[src/rtl/ak4619_pkg.sv]
// Shared constants and types for the AK4619 TDM128 responder.
// Frame geometry and the lock-state encoding live here so the top and its helpers agree.
package ak4619_pkg;

    localparam int SLOT_BITS  = 32;
    localparam int N_SLOTS    = 4;
    localparam int FRAME_BITS = 128;
    localparam int CNT_W      = $clog2(FRAME_BITS);

    typedef enum logic {
        UNLOCKED = 1'b0,
        LOCKED   = 1'b1
    } lock_state_e;

    // True on the last bit position of a 32-bit slot.
    function automatic logic slot_end(input logic [4:0] pos);
        return (pos == 5'd31);
    endfunction

endpackage

[src/rtl/bick_edge_detect.sv]
// Registers the oversampled bit clock and produces single-cycle rise/fall strobes.
// The registered copy clears to 0 so a bick already high after reset reads as a rise.
module bick_edge_detect (
    input  logic clk,
    input  logic rst,
    input  logic bick,
    output logic rise,
    output logic fall
);

    logic bick_r;

    // Previous-cycle copy of bick.
    always_ff @(posedge clk) begin
        if (rst) begin
            bick_r <= 1'b0;
        end else begin
            bick_r <= bick;
        end
    end

    assign rise = bick & ~bick_r;
    assign fall = ~bick & bick_r;

endmodule

[src/rtl/ak4619_tdm_responder.sv]
// TDM128 slave port for an AK4619 codec: deserialises four DAC slots from sdin1 and
// serialises four ADC samples onto sdout1, with lrck-based frame lock and misalignment check.
module ak4619_tdm_responder
    import ak4619_pkg::*;
#(
    parameter int W           = 16,
    parameter int FRAME_CHECK = 1
) (
    input  logic                clk_256fs,
    input  logic                rst,
    input  logic                bick,
    input  logic                lrck,
    input  logic                sdin1,
    output logic                sdout1,
    input  logic signed [W-1:0] adc0,
    input  logic signed [W-1:0] adc1,
    input  logic signed [W-1:0] adc2,
    input  logic signed [W-1:0] adc3,
    output logic signed [W-1:0] dac0,
    output logic signed [W-1:0] dac1,
    output logic signed [W-1:0] dac2,
    output logic signed [W-1:0] dac3,
    output logic                dac_valid,
    output logic                locked,
    output logic                frame_err
);

    localparam logic [5:0]       W6       = 6'(W);
    localparam logic [CNT_W-1:0] LAST_BIT = CNT_W'(FRAME_BITS - 1);

    logic              rise_s;
    logic              fall_s;
    logic              lrck_r;
    logic [CNT_W-1:0]  cnt_r;
    lock_state_e       state_r;
    lock_state_e       state_s;
    logic              frame_start_s;
    logic              misalign_s;
    logic              err_s;
    logic [CNT_W-1:0]  bit_idx_s;
    logic [CNT_W-1:0]  next_idx_s;
    logic [W-1:0]      deser_r;
    logic [W-1:0]      next_deser_s;
    logic [W-1:0]      hold_r    [N_SLOTS];
    logic [W-1:0]      tx_buf_r  [N_SLOTS];
    logic [W-1:0]      out_buf_r [N_SLOTS];
    logic [W-1:0]      dac_r     [N_SLOTS];
    logic [W-1:0]      tx_sel_s;
    logic [31:0]       tx_word_s;
    logic              tx_bit_s;
    logic              sdout_r;
    logic              dac_pend_r;
    logic              dac_valid_r;
    logic              frame_err_r;

    bick_edge_detect u_edge (
        .clk  (clk_256fs),
        .rst  (rst),
        .bick (bick),
        .rise (rise_s),
        .fall (fall_s)
    );

    assign frame_start_s = rise_s & lrck & ~lrck_r;
    assign misalign_s    = frame_start_s & (cnt_r != LAST_BIT);
    assign err_s         = misalign_s & (state_r == LOCKED) & (FRAME_CHECK != 0);
    // Index of the bit sampled on this rising edge; the outgoing bit is one ahead of cnt_r.
    assign bit_idx_s     = frame_start_s ? '0 : (cnt_r + 1'b1);
    assign next_idx_s    = cnt_r + 1'b1;

    // Only the first W bits of each slot are shifted in; the rest are ignored.
    always_comb begin
        next_deser_s = deser_r;
        if ({1'b0, bit_idx_s[4:0]} < W6) begin
            next_deser_s = (deser_r << 1) | W'(sdin1);
        end else begin
            next_deser_s = deser_r;
        end
    end

    // Slot 0 MSB comes straight from the freshly latched buffer, the rest from the frozen copy.
    always_comb begin
        tx_sel_s = '0;
        if (next_idx_s == '0) begin
            tx_sel_s = tx_buf_r[0];
        end else begin
            tx_sel_s = out_buf_r[next_idx_s[6:5]];
        end
    end

    assign tx_word_s = 32'(tx_sel_s) << (SLOT_BITS - W);
    assign tx_bit_s  = tx_word_s[5'd31 - next_idx_s[4:0]];

    // Lock state next-state logic.
    always_comb begin
        state_s = state_r;
        case (state_r)
            UNLOCKED: begin
                if (frame_start_s) begin
                    state_s = LOCKED;
                end else begin
                    state_s = UNLOCKED;
                end
            end
            LOCKED: begin
                if (err_s) begin
                    state_s = UNLOCKED;
                end else begin
                    state_s = LOCKED;
                end
            end
            default: state_s = UNLOCKED;
        endcase
    end

    // State, status pulses and receive-side registers.
    always_ff @(posedge clk_256fs) begin
        if (rst) begin
            state_r     <= UNLOCKED;
            lrck_r      <= 1'b1;
            cnt_r       <= '0;
            deser_r     <= '0;
            dac_pend_r  <= 1'b0;
            dac_valid_r <= 1'b0;
            frame_err_r <= 1'b0;
            for (int k = 0; k < N_SLOTS; k++) begin
                hold_r[k] <= '0;
                dac_r[k]  <= '0;
            end
        end else begin
            state_r     <= state_s;
            frame_err_r <= err_s;
            dac_pend_r  <= rise_s & (state_r == LOCKED) & (bit_idx_s == LAST_BIT);
            dac_valid_r <= dac_pend_r;
            if (dac_pend_r) begin
                for (int k = 0; k < N_SLOTS; k++) begin
                    dac_r[k] <= hold_r[k];
                end
            end
            if (rise_s) begin
                lrck_r  <= lrck;
                cnt_r   <= bit_idx_s;
                deser_r <= next_deser_s;
                if (slot_end(bit_idx_s[4:0])) begin
                    hold_r[bit_idx_s[6:5]] <= next_deser_s;
                end
            end
        end
    end

    // Transmit side: latch at frame start, freeze for the next frame, shift out after each fall.
    always_ff @(posedge clk_256fs) begin
        if (rst) begin
            sdout_r <= 1'b0;
            for (int k = 0; k < N_SLOTS; k++) begin
                tx_buf_r[k]  <= '0;
                out_buf_r[k] <= '0;
            end
        end else begin
            if (frame_start_s) begin
                tx_buf_r[0] <= adc0;
                tx_buf_r[1] <= adc1;
                tx_buf_r[2] <= adc2;
                tx_buf_r[3] <= adc3;
            end
            if (fall_s && (cnt_r == LAST_BIT)) begin
                for (int k = 0; k < N_SLOTS; k++) begin
                    out_buf_r[k] <= tx_buf_r[k];
                end
            end
            if (state_s == UNLOCKED) begin
                sdout_r <= 1'b0;
            end else if (fall_s) begin
                sdout_r <= tx_bit_s;
            end
        end
    end

    assign sdout1    = sdout_r;
    assign dac0      = dac_r[0];
    assign dac1      = dac_r[1];
    assign dac2      = dac_r[2];
    assign dac3      = dac_r[3];
    assign dac_valid = dac_valid_r;
    assign frame_err = frame_err_r;
    assign locked    = (state_r == LOCKED);

endmodule

[config.mk]
export PLATFORM = sky130hd
export DESIGN_NAME = ak4619_tdm_responder
export DESIGN_NICKNAME = d
export VERILOG_FILES = /design/src/rtl/ak4619_pkg.sv /design/src/rtl/bick_edge_detect.sv /design/src/rtl/ak4619_tdm_responder.sv
export SDC_FILE = /design/constraint.sdc
export NUM_CORES = 1
export LEC_CHECK = 0
export CELL_PAD_IN_SITES_DETAIL_PLACEMENT = 1
export CELL_PAD_IN_SITES_GLOBAL_PLACEMENT = 1
export CORE_ASPECT_RATIO = 0.5
export CORE_UTILIZATION = 35
export DETAILED_ROUTE_END_ITERATION = 8
export PLACE_DENSITY_LB_ADDON = 0.1
export SLEW_MARGIN = 20
export SYNTH_ARGS = -nofsm -noshare
export SYNTH_HDL_FRONTEND = slang
export SYNTH_HIERARCHICAL = 1
export SYNTH_SLANG_ARGS = --single-unit
[constraint.sdc]
create_clock -name clk_256fs -period 8.9 [get_ports clk_256fs]
set_input_delay 1.78 -clock clk_256fs [delete_from_list [all_inputs] [get_ports clk_256fs]]
set_output_delay 1.78 -clock clk_256fs [all_outputs]
set_load 0.01 [all_outputs]
==> results of run 1 <==
[power breakdown]
part | internal [W] | switching (W) | total (W) | leakage, nW
registers | 0.00152 | 0.0000242 | 0.00155 | 2.76
logic | 0.0000748 | 0.0000768 | 0.000152 | 1.70
clock network | 0.000798 | 0.000498 | 0.00130 | 0.494
[logic make-up (layout without fill, tap and decap cells)]
logic type,Yosys count,in the layout,share of synthesized area [%]
AND/OR/NAND/NOR,367,367,17.4
flip-flops,286,286,71.4
AO/OA/AOI/OAI,61,61,3.93
buffers and inverters,54,200,2.15
multiplexers,35,35,4.35
XOR/XNOR,6,6,0.583
adder cells (fa/ha/maj),1,1,0.108
[stage by stage]
step                utilization [%]  cells  setup WS [ns]
CTS                            44.7   1387           3.03
global route                   44.8   1388           2.57
detailed placement             41.6   1335           2.47
floorplan                         -    810           3.33
finish                         44.8   1388           3.05
global placement               41.6   1335           2.71
[synthesized netlist by cell type, types with 6 or more instances]
master / number
edfxtp_1: 256
and2_1: 193
nor2_1: 87
clkbuf_1: 34
dfxtp_1: 30
nand2_1: 30
a211oi_1: 20
mux2i_1: 20
mux4_2: 12
nor2_2: 11
buf_2: 10
a21oi_1: 9
nand3_1: 9
nand2b_1: 7
and3_1: 6
[placed cells by master, fill, tap and decap left out, drive strengths merged, types with 6 or more instances in the layout]
cell           count
edfxtp           256
and2             194
clkdlybuf4s50    136
nor2              99
clkbuf            35
nand2             31
dfxtp             30
mux2i             20
a211oi            20
mux4              12
clkinv            11
nand3             10
a21oi              9
buf                8
bufinv             7
and3               7
nand2b             7
o21ai              6
[flip-flops by register name, indices dropped and copies added, names as in the netlist]
register and count:
locked 1, frame_err 1, hold_r 64, tx_buf_r 64
dac_valid 1, sdout1 1, lrck_r 1, deser_r 16
dac_r 64, u_edge/bick_r 1, out_buf_r 64, dac_pend_r 1
cnt_r 7
[worst paths after layout]
check	depth (start not counted)	start	end
min reg2reg	2	deser_r[5]	deser_r[5]
max	8	bick	hold_r[1][6]
min	2	deser_r[5]	deser_r[5]
max reg2reg	8	cnt_r[0]	hold_r[1][6]
[routing by layer]
| metal | wire [um] | up-vias | global-route usage (%) |
|---|---|---|---|
| met5 | 0 | - | 0 |
| met4 | 491 | 0 | 3.67 |
| met3 | 976 | 43 | 2.89 |
| met2 | 10600 | 118 | 22.5 |
| met1 | 11700 | 3187 | 20.5 |
| li1 | - | 3127 | - |
[area by class of cell]
type                       instances  area, um^2  share of cell area (%)
clock buffer                      35         748                    5.20
clock inverter                    17         260                    1.81
sequential                       286        8290                    57.6
tap                              432         541                    3.76
timing repair buffer             144        1440                    10.0
multi-input combinational        470        3100                    21.5
inverter                           4        15.0                   0.104
[worst max-delay path, delay by kind of cell]
family | cells | cell delay, ns
buf+inv | 1 | 0.49
simple gates | 7 | 3.69
==> out/results.ini, run 1 <==
[run_status]
status=complete, no violations

[critical_path]
reg2reg_setup_slack_ns=4.44
critical_path.cell_chain=clkdlybuf4s50_1 -> nor2b_4 -> nand3b_1 -> and2_1 -> nand4_1 -> or3_1 -> or3_1 -> nand2b_1
critical_path.endpoint_type=flop
worst_ep_required_time_ns=9.03
critical_path.slowest_cell=nor2b_4
cpMostUsedCell=or3_1
cp_slowest_stage_delay_ns=0.80
cp.arrival_ns=5.98
worstPathMaxFanout=45
criticalPathCategory=in -> reg
critPathLaunchType=input pin

[clock_tree]
postCtsResizedCells=0
numClockSinks=286
h-tree-depth=1
cts-root-buf=clkbuf_16
cts_tree=yes
cts.hold.buffers_added=0
cts_buffer_depth=3
cts-buffers-inserted=28
setup_fix_buffers_added_after_clock_tree_synthesis=0
path_clk_slew_ns=0.06
worst_skew_pair.late_latency_ns=0.55

[synth]
synth-edff-count=256
netlist_instances=810
ys_types=56
yosysWarningCount=6
avgSynthCellArea_um2=14.3
synth_top_cell_by_area=edfxtp_1
synthesis.nets=880
ys_seq_elements=286
proportion_of_synthesized_flip_flops_having_asynchronous_set_or_reset_pct=0
yosys.area.top_type_share_pct=66.3
mappedNetlistArea_um2=11600
ys.flop_type=edfxtp_1
synth.yosys.seq_area_share_pct=71.4
netlist_top_cells_area=edfxtp_1, and2_1, dfxtp_1, nor2_1, mux4_2

[pwr]
power.density_nw_per_um2=208
totalPowerFinal_w=0.00299
worst_ir_drop_vdd_mv=0.157
p_leak_nw=4.96

[route]
detail-route-antenna-nets=0
wire_per_inst_um=17.2
drt_drc_violations_left=0
route.final.wire_length_um=23800
route.vias.total=6475
drt_first_pass_iters=4
drt_initial_violations=279
avgViaCountPerCell=4.66

[worst_hold_path]
worstHoldPathType=reg -> reg

[floorplan]
floorplan.die.height_um=131
start_util_pct=36.1
design.die.area_um2=33900
rows=46
core_area_um2=32100
die_extent_in_x_um=259
num_io_pins=137

[sta]
period_share_pct=65.8
setup_tns_ns=0
final-max-slew-violation-count=0
timing.hold.ws_ns=0.504
final_period_minus_worst_setup_slack_ns=5.85
worstMarginPinSlew_ns=0.985
max_slew_headroom_pct=34.2
fmax_ghz=0.171
setup_viol=0
finalHoldViolations=0
rsz0062_at_grt=false
finalClockSkew_ns=0.00932

[global_route]
grt-ovfl-total=0
number_of_global_route_vias_before_repair=6670
pin_count_of_the_biggest_net_entering_global_routing=66
global_route_wire_length_before_repair_um=37500
antenna_found_initial=0
grt_util_all_layers_pct=14.4

[cells_and_area]
flow.area_growth_from_synthesis_pct=24.1
nFillCells=3252
antenna_diode_count=0
layout.cell_area.non_filler_um2=14400
num-nets-final=1004
final_layout_size_suffix_gt1_share_pct=10.0

[place]
detailed_place.area_um2=13400
io_buffer_count=136
dp.final_hpwl_um=15300
globalplace.congestion=0.766

[job]
cap_violations=0

Power figures use the tool's default switching activity.
==> run 2, diff against run 1 <==
==> constraint.sdc (replaced) <==
create_clock -name clk_256fs -period 5.2 [get_ports clk_256fs]
set_input_delay 1.04 -clock clk_256fs [delete_from_list [all_inputs] [get_ports clk_256fs]]
set_output_delay 1.04 -clock clk_256fs [all_outputs]
set_load 0.01 [all_outputs]
==> run 2 against run 1 <==
  * First-iteration DRC count is 28% higher
  * Non-clock buffer count is 7 higher
  * Die area stayed put
  * Power is 70% higher
  * Cell area is 0.27% higher
  * Clock skew is 0.0014 ns higher
  * Largest cell class unchanged
==> out/results.ini, run 2 (synthesis results as in run 1) <==
[clock_tree]
h-tree-depth=1
cts.hold.buffers_added=0
cts-buffers-inserted=28
setup_fix_buffers_added_after_clock_tree_synthesis=0
numClockSinks=286
cts-root-buf=clkbuf_16
path_clk_slew_ns=0.06
postCtsResizedCells=0
cts_tree=yes
worst_skew_pair.late_latency_ns=0.55
cts_buffer_depth=3

[job]
cap_violations=0

[pwr]
power_report.internal_total_w=0.00403
seq_power_share_pct=52.0
p_leak_nw=4.98
power.density_nw_per_um2=352
total_switching_power_w=0.00105
worst_ir_drop_vdd_mv=0.215
combPwrFrac_pct=5.2
power.share.switching_pct=20.7
clockPowerShare_pct=42.8

[sta]
max_slew_headroom_pct=36.8
setup_ws_ns=0.894
setup_tns_ns=0
worstMarginPinSlew_ns=0.941
setup_viol=0
period_share_pct=82.8
finalHoldViolations=0
fmax_ghz=0.232
finalClockSkew_ns=0.0107
final_period_minus_worst_setup_slack_ns=4.31
final-max-slew-violation-count=0
rsz0062_at_grt=false

[floorplan]
floorplan.die.height_um=131
num_io_pins=137
design.die.area_um2=33900
die_extent_in_x_um=259
start_util_pct=36.1
rows=46
core_area_um2=32100

[route]
drt_initial_violations=356
route.final.wire_length_um=24300
avgViaCountPerCell=4.66
route.vias.total=6497
detail-route-antenna-nets=0
drt_first_pass_iters=4
wire_per_inst_um=17.4
drt_drc_violations_left=0

[cells_and_area]
mostFrequentLayoutCell=edfxtp_1
sequential_cell_area_um2=8290
nFillCells=3257
flow.area_growth_from_synthesis_pct=24.4
final_layout_size_suffix_gt1_share_pct=10.8
top_library_cells_by_usage_in_the_layout_fill_and_taps_aside=edfxtp_1, and2_1, clkdlybuf4s50_1
area_of_combinational_cells_with_multiple_inputs_um2=3100
antenna_diode_count=0
num-nets-final=1011

[critical_path]
reg2reg_from=cnt_r[0]
critical_path.cell_chain=clkdlybuf4s50_1 -> nor2b_4 -> and2_1 -> nand4_1 -> or3_1 -> or3_1 -> nand2b_1
worst_ep_required_time_ns=5.38
worstPathMaxFanout=45
crit_family=simple AND/OR/NAND/NOR gates
cp.arrival_ns=4.48
cpMostUsedCell=or3_1
cp_slowest_stage_delay_ns=0.78
startpoint=bick
criticalPathCategory=in -> reg
timing.critical_path.buf_inv=1
critical_path.slowest_cell=nor2b_4
critPathLaunchType=input pin
critical_path.endpoint_type=flop

[global_route]
pin_count_of_the_biggest_net_entering_global_routing=66
number_of_global_route_vias_before_repair=6736
grt-ovfl-total=0
antenna_found_initial=0
global_route_wire_length_before_repair_um=38100
grt_util_all_layers_pct=14.6

[place]
post-place-ws_ns=0.304
dp.final_hpwl_um=15900
globalplace.congestion=0.778
io_buffer_count=136

[worst_hold_path]
worstHoldPathType=reg -> reg
hp-start=deser_r[13]

[run_status]
status=complete, no violations

run 2: worst register-to-register path: stages, from the launching register on:
cell and delay (ns):
dfxtp_1 0.52, ha_1 0.46, nand2_1 0.21, or3_4 0.41
nand2_2 0.53, mux4_2 0.42, mux4_2 0.51, a221oi_1 0.27
o31a_1 0.20, o211ai_2 0.07
run 2: area by class of cell:
type / instances / area share (%)
well taps: 432 / 3.75
clock inverters: 17 / 1.57
multi-input cells: 470 / 21.5
inverters: 4 / 0.104
repair buffers: 151 / 10.4
flip-flops and latches: 286 / 57.4
clock buffers: 35 / 5.32
run 2: worst paths after layout:
check,endpoint,slack (ns),cells past startpoint
max,hold_r[1][13],0.89,7
min,deser_r[13],0.50,2
max reg2reg,sdout1,1.47,9
min reg2reg,deser_r[13],0.50,2
run 2: metrics by stage:
step	cells	area [um^2]	util [%]	total power [W]	hold WS [ns]
after floorplan	810	11600	-	0.00280	0.474
after global placement	1342	13400	41.7	0.00296	0.484
after detailed placement	1342	13400	41.7	0.00297	0.494
after CTS	1394	14400	44.8	0.00516	0.503
after global routing	1395	14400	44.9	0.00525	0.538
final	1395	14400	44.9	0.00509	0.502
run 2: power groups by stage:
stage	combinational, W	sequential (W)	clock [W]
after floorplan	0.000106	0.00269	0
after global placement	0.000263	0.00269	0
after detailed placement	0.000269	0.00270	0
after CTS	0.000270	0.00265	0.00224
after global routing	0.000286	0.00266	0.00231
final	0.000263	0.00265	0.00218
run 2: routing by layer:
metal	wire length, um	GRT usage, %	up-vias
li1	-	-	3158
met1	11900	20.7	3207
met2	11200	23.3	99
met3	915	2.78	33
met4	355	3.25	0
met5	0	0	-
